<file path="src/rtl/shift_reg_seq.sv">
`default_nettype none
// ============================================================================
// Module      : shift_reg_seq
// Description : Sequenced shift/rotate register; multi-step ops run one step
//               per clock with busy/done handshake.
// Revision    : 1.0 - initial release
// ============================================================================
module shift_reg_seq #(
    parameter int WIDTH = 8,
    parameter int AMT_W = 4
) (
    input  logic             clk,
    input  logic             rst,
    input  logic             start,
    input  logic [2:0]       op,
    input  logic [AMT_W-1:0] amt,
    input  logic [WIDTH-1:0] d,
    input  logic             sin,
    output logic [WIDTH-1:0] q,
    output logic             sout,
    output logic             busy,
    output logic             done
);

    localparam logic [1:0] IDLE = 2'd0;
    localparam logic [1:0] RUN  = 2'd1;
    localparam logic [1:0] DONE = 2'd2;

    localparam logic [2:0] OP_HOLD = 3'b000;
    localparam logic [2:0] OP_LOAD = 3'b001;
    localparam logic [2:0] OP_SHL  = 3'b010;
    localparam logic [2:0] OP_SHR  = 3'b011;
    localparam logic [2:0] OP_SAR  = 3'b100;
    localparam logic [2:0] OP_ROL  = 3'b101;
    localparam logic [2:0] OP_ROR  = 3'b110;
    localparam logic [2:0] OP_CLR  = 3'b111;

    localparam logic [AMT_W-1:0] c_one = {{(AMT_W-1){1'b0}}, 1'b1};

    logic [1:0]       r_state;
    logic [1:0]       w_next_state;
    logic [WIDTH-1:0] r_q;
    logic             r_sout;
    logic [2:0]       r_op;
    logic             r_sin;
    logic [AMT_W-1:0] r_cnt;

    logic             w_accept;
    logic             w_is_shift;
    logic             w_amt_nz;
    logic             w_last;
    logic [WIDTH-1:0] w_step_q;
    logic             w_step_sout;
    logic             w_busy;
    logic             w_done;

    assign w_accept   = start & (r_state == IDLE);
    assign w_is_shift = (op != OP_HOLD) && (op != OP_LOAD) && (op != OP_CLR);
    assign w_amt_nz   = |amt;
    assign w_last     = (r_cnt == c_one);

    always_ff @(posedge clk or posedge rst) begin
        if (rst) begin
            r_state <= IDLE;
        end else begin
            r_state <= w_next_state;
        end
    end

    always_comb begin
        w_next_state = r_state;
        case (r_state)
            IDLE: begin
                if (w_accept) begin
                    w_next_state = (w_is_shift && w_amt_nz) ? RUN : DONE;
                end
            end
            RUN: begin
                if (w_last) begin
                    w_next_state = DONE;
                end
            end
            DONE:    w_next_state = IDLE;
            default: w_next_state = IDLE;
        endcase
    end

    always_comb begin
        w_busy = (r_state != IDLE);
        w_done = (r_state == DONE);
    end

    // Single step of the latched operation; uses the latched fill bit, not sin
    always_comb begin
        w_step_q    = r_q;
        w_step_sout = r_sout;
        case (r_op)
            OP_SHL: begin
                w_step_q    = {r_q[WIDTH-2:0], r_sin};
                w_step_sout = r_q[WIDTH-1];
            end
            OP_SHR: begin
                w_step_q    = {r_sin, r_q[WIDTH-1:1]};
                w_step_sout = r_q[0];
            end
            OP_SAR: begin
                w_step_q    = {r_q[WIDTH-1], r_q[WIDTH-1:1]};
                w_step_sout = r_q[0];
            end
            OP_ROL: begin
                w_step_q    = {r_q[WIDTH-2:0], r_q[WIDTH-1]};
                w_step_sout = r_q[WIDTH-1];
            end
            OP_ROR: begin
                w_step_q    = {r_q[0], r_q[WIDTH-1:1]};
                w_step_sout = r_q[0];
            end
            default: begin
                w_step_q    = r_q;
                w_step_sout = r_sout;
            end
        endcase
    end

    always_ff @(posedge clk or posedge rst) begin
        if (rst) begin
            r_q    <= '0;
            r_sout <= 1'b0;
            r_op   <= OP_HOLD;
            r_sin  <= 1'b0;
            r_cnt  <= '0;
        end else if (w_accept) begin
            r_op  <= op;
            r_sin <= sin;
            r_cnt <= w_is_shift ? amt : '0;
            if (op == OP_LOAD) begin
                r_q <= d;
            end else if (op == OP_CLR) begin
                r_q    <= '0;
                r_sout <= 1'b0;
            end
        end else if (r_state == RUN) begin
            r_q    <= w_step_q;
            r_sout <= w_step_sout;
            r_cnt  <= r_cnt - c_one;
        end
    end

    assign q    = r_q;
    assign sout = r_sout;
    assign busy = w_busy;
    assign done = w_done;

endmodule
`default_nettype wire
</file>
<file path="config.mk">
export PLATFORM = sky130hd
export DESIGN_NAME = shift_reg_seq
export DESIGN_NICKNAME = d
export VERILOG_FILES = /design/src/rtl/shift_reg_seq.sv
export SDC_FILE = /design/constraint.sdc
export NUM_CORES = 1
export LEC_CHECK = 0
export ABC_CLOCK_PERIOD_IN_PS = 3100
export CORE_MARGIN = 4
export CORE_UTILIZATION = 23
export DETAILED_ROUTE_END_ITERATION = 16
export GPL_TIMING_DRIVEN = 0
export HOLD_SLACK_MARGIN = 0.06
export PLACE_DENSITY = 0.39
export SYNTH_ARGS = -nofsm -noshare
export SYNTH_HDL_FRONTEND = slang
export SYNTH_SLANG_ARGS = --single-unit
</file>
<file path="constraint.sdc">
create_clock -name clk -period 3.1 [get_ports clk]
set_input_delay 0.62 -clock clk [delete_from_list [all_inputs] [get_ports clk]]
set_output_delay 0.62 -clock clk [all_outputs]
set_load 0.02 [all_outputs]
</file>
==> results.yml, run 1 <==
critical_path:
  cp-start-kind: "register"
  worstSetupEndpointType: "primary output"
  r2r-start: "r_op[2]"
  critical_path_class: "register to primary output"
  rr_worst_depth: 5
  r2r_setup_slack_ps: 1190
  critPathRequiredTime_ps: 2480
  setup.worst_path.start: "r_state[1]"
  cp.arrival_ps: 1740
  cp_max_fo: 10
  r2r_end: "q[3]"
timing:
  rsz0062_at_grt: "no"
  fin_hold_ws_ps: 555.9
  finalCritPeriodShare: 0.7604
  final-max-slew-violation-count: 0
  setup_tns_ps: 0
  tightest_slew_ps: 790.9
  setup_viol: 0
  finalCriticalPeriod_ps: 2357
  relSlewSlack: 0.4722
  fmax_mhz: 424.3
  fin_skew_ps: 7.314
  finalHoldViolations: 0
finish:
  fin_util: 0.3216
  mostFrequentLayoutCells: "clkdlybuf4s50_1, nand2_1, dfrtp_1, nand3_1, mux2_2"
  fill_cells: 557
  num-nets-final: 192
  final_common_cell: "clkdlybuf4s50_1"
  drive_above_1_share: 0.1471
  areaGrowthSynthToFinish_pct: 33.80
  antenna_cells: 0
yosys:
  synth_top_area_share: 0.3800
  yosysUniqueCellTypes: 39
  yosys_warnings: 0
  ys_seq_elements: 19
  synthArstFlopShare: 1.000
  yosys-top-cells-area: "dfrtp_1, mux2_2, nand2_1"
  synthesis.area_um2: 1251
  synth_ff_type: "dfrtp_1"
  synth_edf_count: 0
  syn_nets: 158
  yosys.area.top_type: "dfrtp_1"
  ys_seq_area_frac: 0.3800
  synthCells: 137
  syn_avg_cell_area_um2: 9.133
global_route:
  grt_pass1_wl_mm: 5.692
  grt_max_degree: 20
  grt_overflow: 0
  antenna_found_initial: 0
  grt_use_total: 0.1109
  grt_pass1_vias: 1143
power_and_ir_drop:
  p_leak_nw: 0.6833
  vdd_drop_max_v: 0.0003116
  power_per_cell_area_nw_per_um2: 870.4
  seqPwrFrac: 0.293
  p_switching_mw: 0.6343
  p_int_mw: 0.8229
  clockPowerShare: 0.121
  p_comb_frac: 0.586
  power_switching_share: 0.4353
clocking:
  clk_latency_ps: 260
  clk_pin_slew_ps: 80
  cts-root-buf: "clkbuf_8"
  clock-sinks: 19
  cts_buffers: 3
  cts_tree: "built"
  ctsHtreeMaxLevel: 1
  post_cts_resized: 0
  post_cts_buffers: 0
  cts.path.max_buffers: 2
  hold_buffers: 0
detailed_routing:
  via_count: 1102
  vias_per_cell: 4.592
  drcViolationCount: 0
  first_iter_violations: 55
  ant_nets: 0
  first_pass_iters: 4
  wl_per_cell_um: 14.29
  drt-total-wl_mm: 3.430
worst_hold_path:
  hold-path-cell-count: 2
  worstHoldEndpoint: "r_sin"
  hp-start: "r_sin"
  hold_class: "register to register"
die:
  die_w_um: 81.76
  die_y_um: 81.76
  num_rows: 26
  core-area_um2: 5205
  io_pins: 30
  start_util: 0.2404
  die-area_um2: 6684
place:
  place_hpwl_mm: 2.603
  io_buffers: 29
  gp_congestion: 0.7875
run_status:
  status: "complete, no violations"
run:
  cap_violations: 0
==> worst max-delay path, stage by stage (launching register included) <==
cell	delay (ps)
dfrtp_1	470
nor2_2	380
inv_1	90
clkdlybuf4s50_1	550
==> how the worst max path moves through the flow <==
| stage | to | slack (ps) | depth (start not counted) |
|---|---|---|---|
| 4_1_cts | busy | 720 | 3 |
| 3_5_place_dp | q[6] | 540 | 4 |
| 5_1_grt | busy | 630 | 3 |
| 2_1_floorplan | q[0] | 1260 | 3 |
| 6_report | busy | 740 | 3 |
| 3_3_place_gp | q[6] | 570 | 4 |
==> metal layers <==
metal / part of all wire / track usage / vias up
met4: 0.0035 / 0.02492 / 0
met3: 0.055 / 0.02303 / 2
li1: - / - / 560
met2: 0.46 / 0.1826 / 26
met1: 0.48 / 0.1487 / 514
met5: 0 / 0 / -
==> cell usage after synthesis (all sizes together) (3+ instances only) <==
cell type / number
xnor2: 3
o22ai: 5
o21ai: 3
nand3: 10
inv: 4
nand4: 6
dfrtp: 19
a21oi: 3
nor3: 3
o211ai: 6
xor2: 3
nand2: 27
buf: 8
mux2: 10
==> state kept, by name (all words and copies together), names as in the netlist <==
name and cells:
q 8, sout 1, r_op 3, r_state 2, r_sin 1, r_cnt 4
==> power by group through the flow <==
stage	sequential, mW	clock, mW	combinational, mW
after floorplan	0.444	0	0.593
after global placement	0.433	0	0.857
after detailed placement	0.434	0	0.862
after CTS	0.429	0.188	0.866
after global routing	0.440	0.202	0.945
final	0.427	0.176	0.854
==> cell families (layout without fill, tap and decap cells) <==
group / count (synthesis) / in the layout / share of synthesized area
muxes: 11 / 11 / 0.09800
and+or+nand+nor: 60 / 60 / 0.2510
AOI/OAI and AO/OA: 25 / 25 / 0.1460
buffers and inverters: 14 / 47 / 0.06298
adders and majority gates: 2 / 2 / 0.02000
xor gates and xnor gates: 6 / 6 / 0.04201
DFF: 19 / 19 / 0.3800
==> per-stage QoR <==
stage                     setup slack [ps]  cell area [µm²]  total power, mW  cells
after floorplan                       1262             1251            1.037    137
after global placement               565.4             1629            1.290    236
after detailed placement             540.3             1629            1.296    236
after CTS                            716.7             1674            1.483    240
after global routing                 625.4             1674            1.587    240
final                                742.9             1674            1.457    240
==> final cells by class <==
cell class | instances | area, µm² | area share
tap | 70 | 87.58 | 0.05232
clock buffer | 4 | 45.04 | 0.02691
buffer | 10 | 63.81 | 0.03812
multi-input combinational | 104 | 696.9 | 0.4163
timing repair buffer | 29 | 290.3 | 0.1734
inverter | 4 | 15.01 | 0.008969
sequential | 19 | 475.5 | 0.2840
Note: power is estimated with default switching activity, not from simulation.
==> run 2: changes to the inputs <==
ABC_CLOCK_PERIOD_IN_PS = 2430   (was 3100)
clock period = 2.43 ns   (was 3.1 ns; I/O delays follow)
==> results of run 2 <==
Same layout as run 1 (identical final DEF). Status: complete, no violations.
Main changes from that run: setup slack after placement 540.3 ps -> 4.336 ps; setup slack after layout 742.9 ps -> 206.9 ps; register-to-register setup slack 1190 ps -> 520 ps; total power 1.457 mW -> 1.859 mW; worst IR drop on VDD 0.0003116 V -> 0.0003975 V
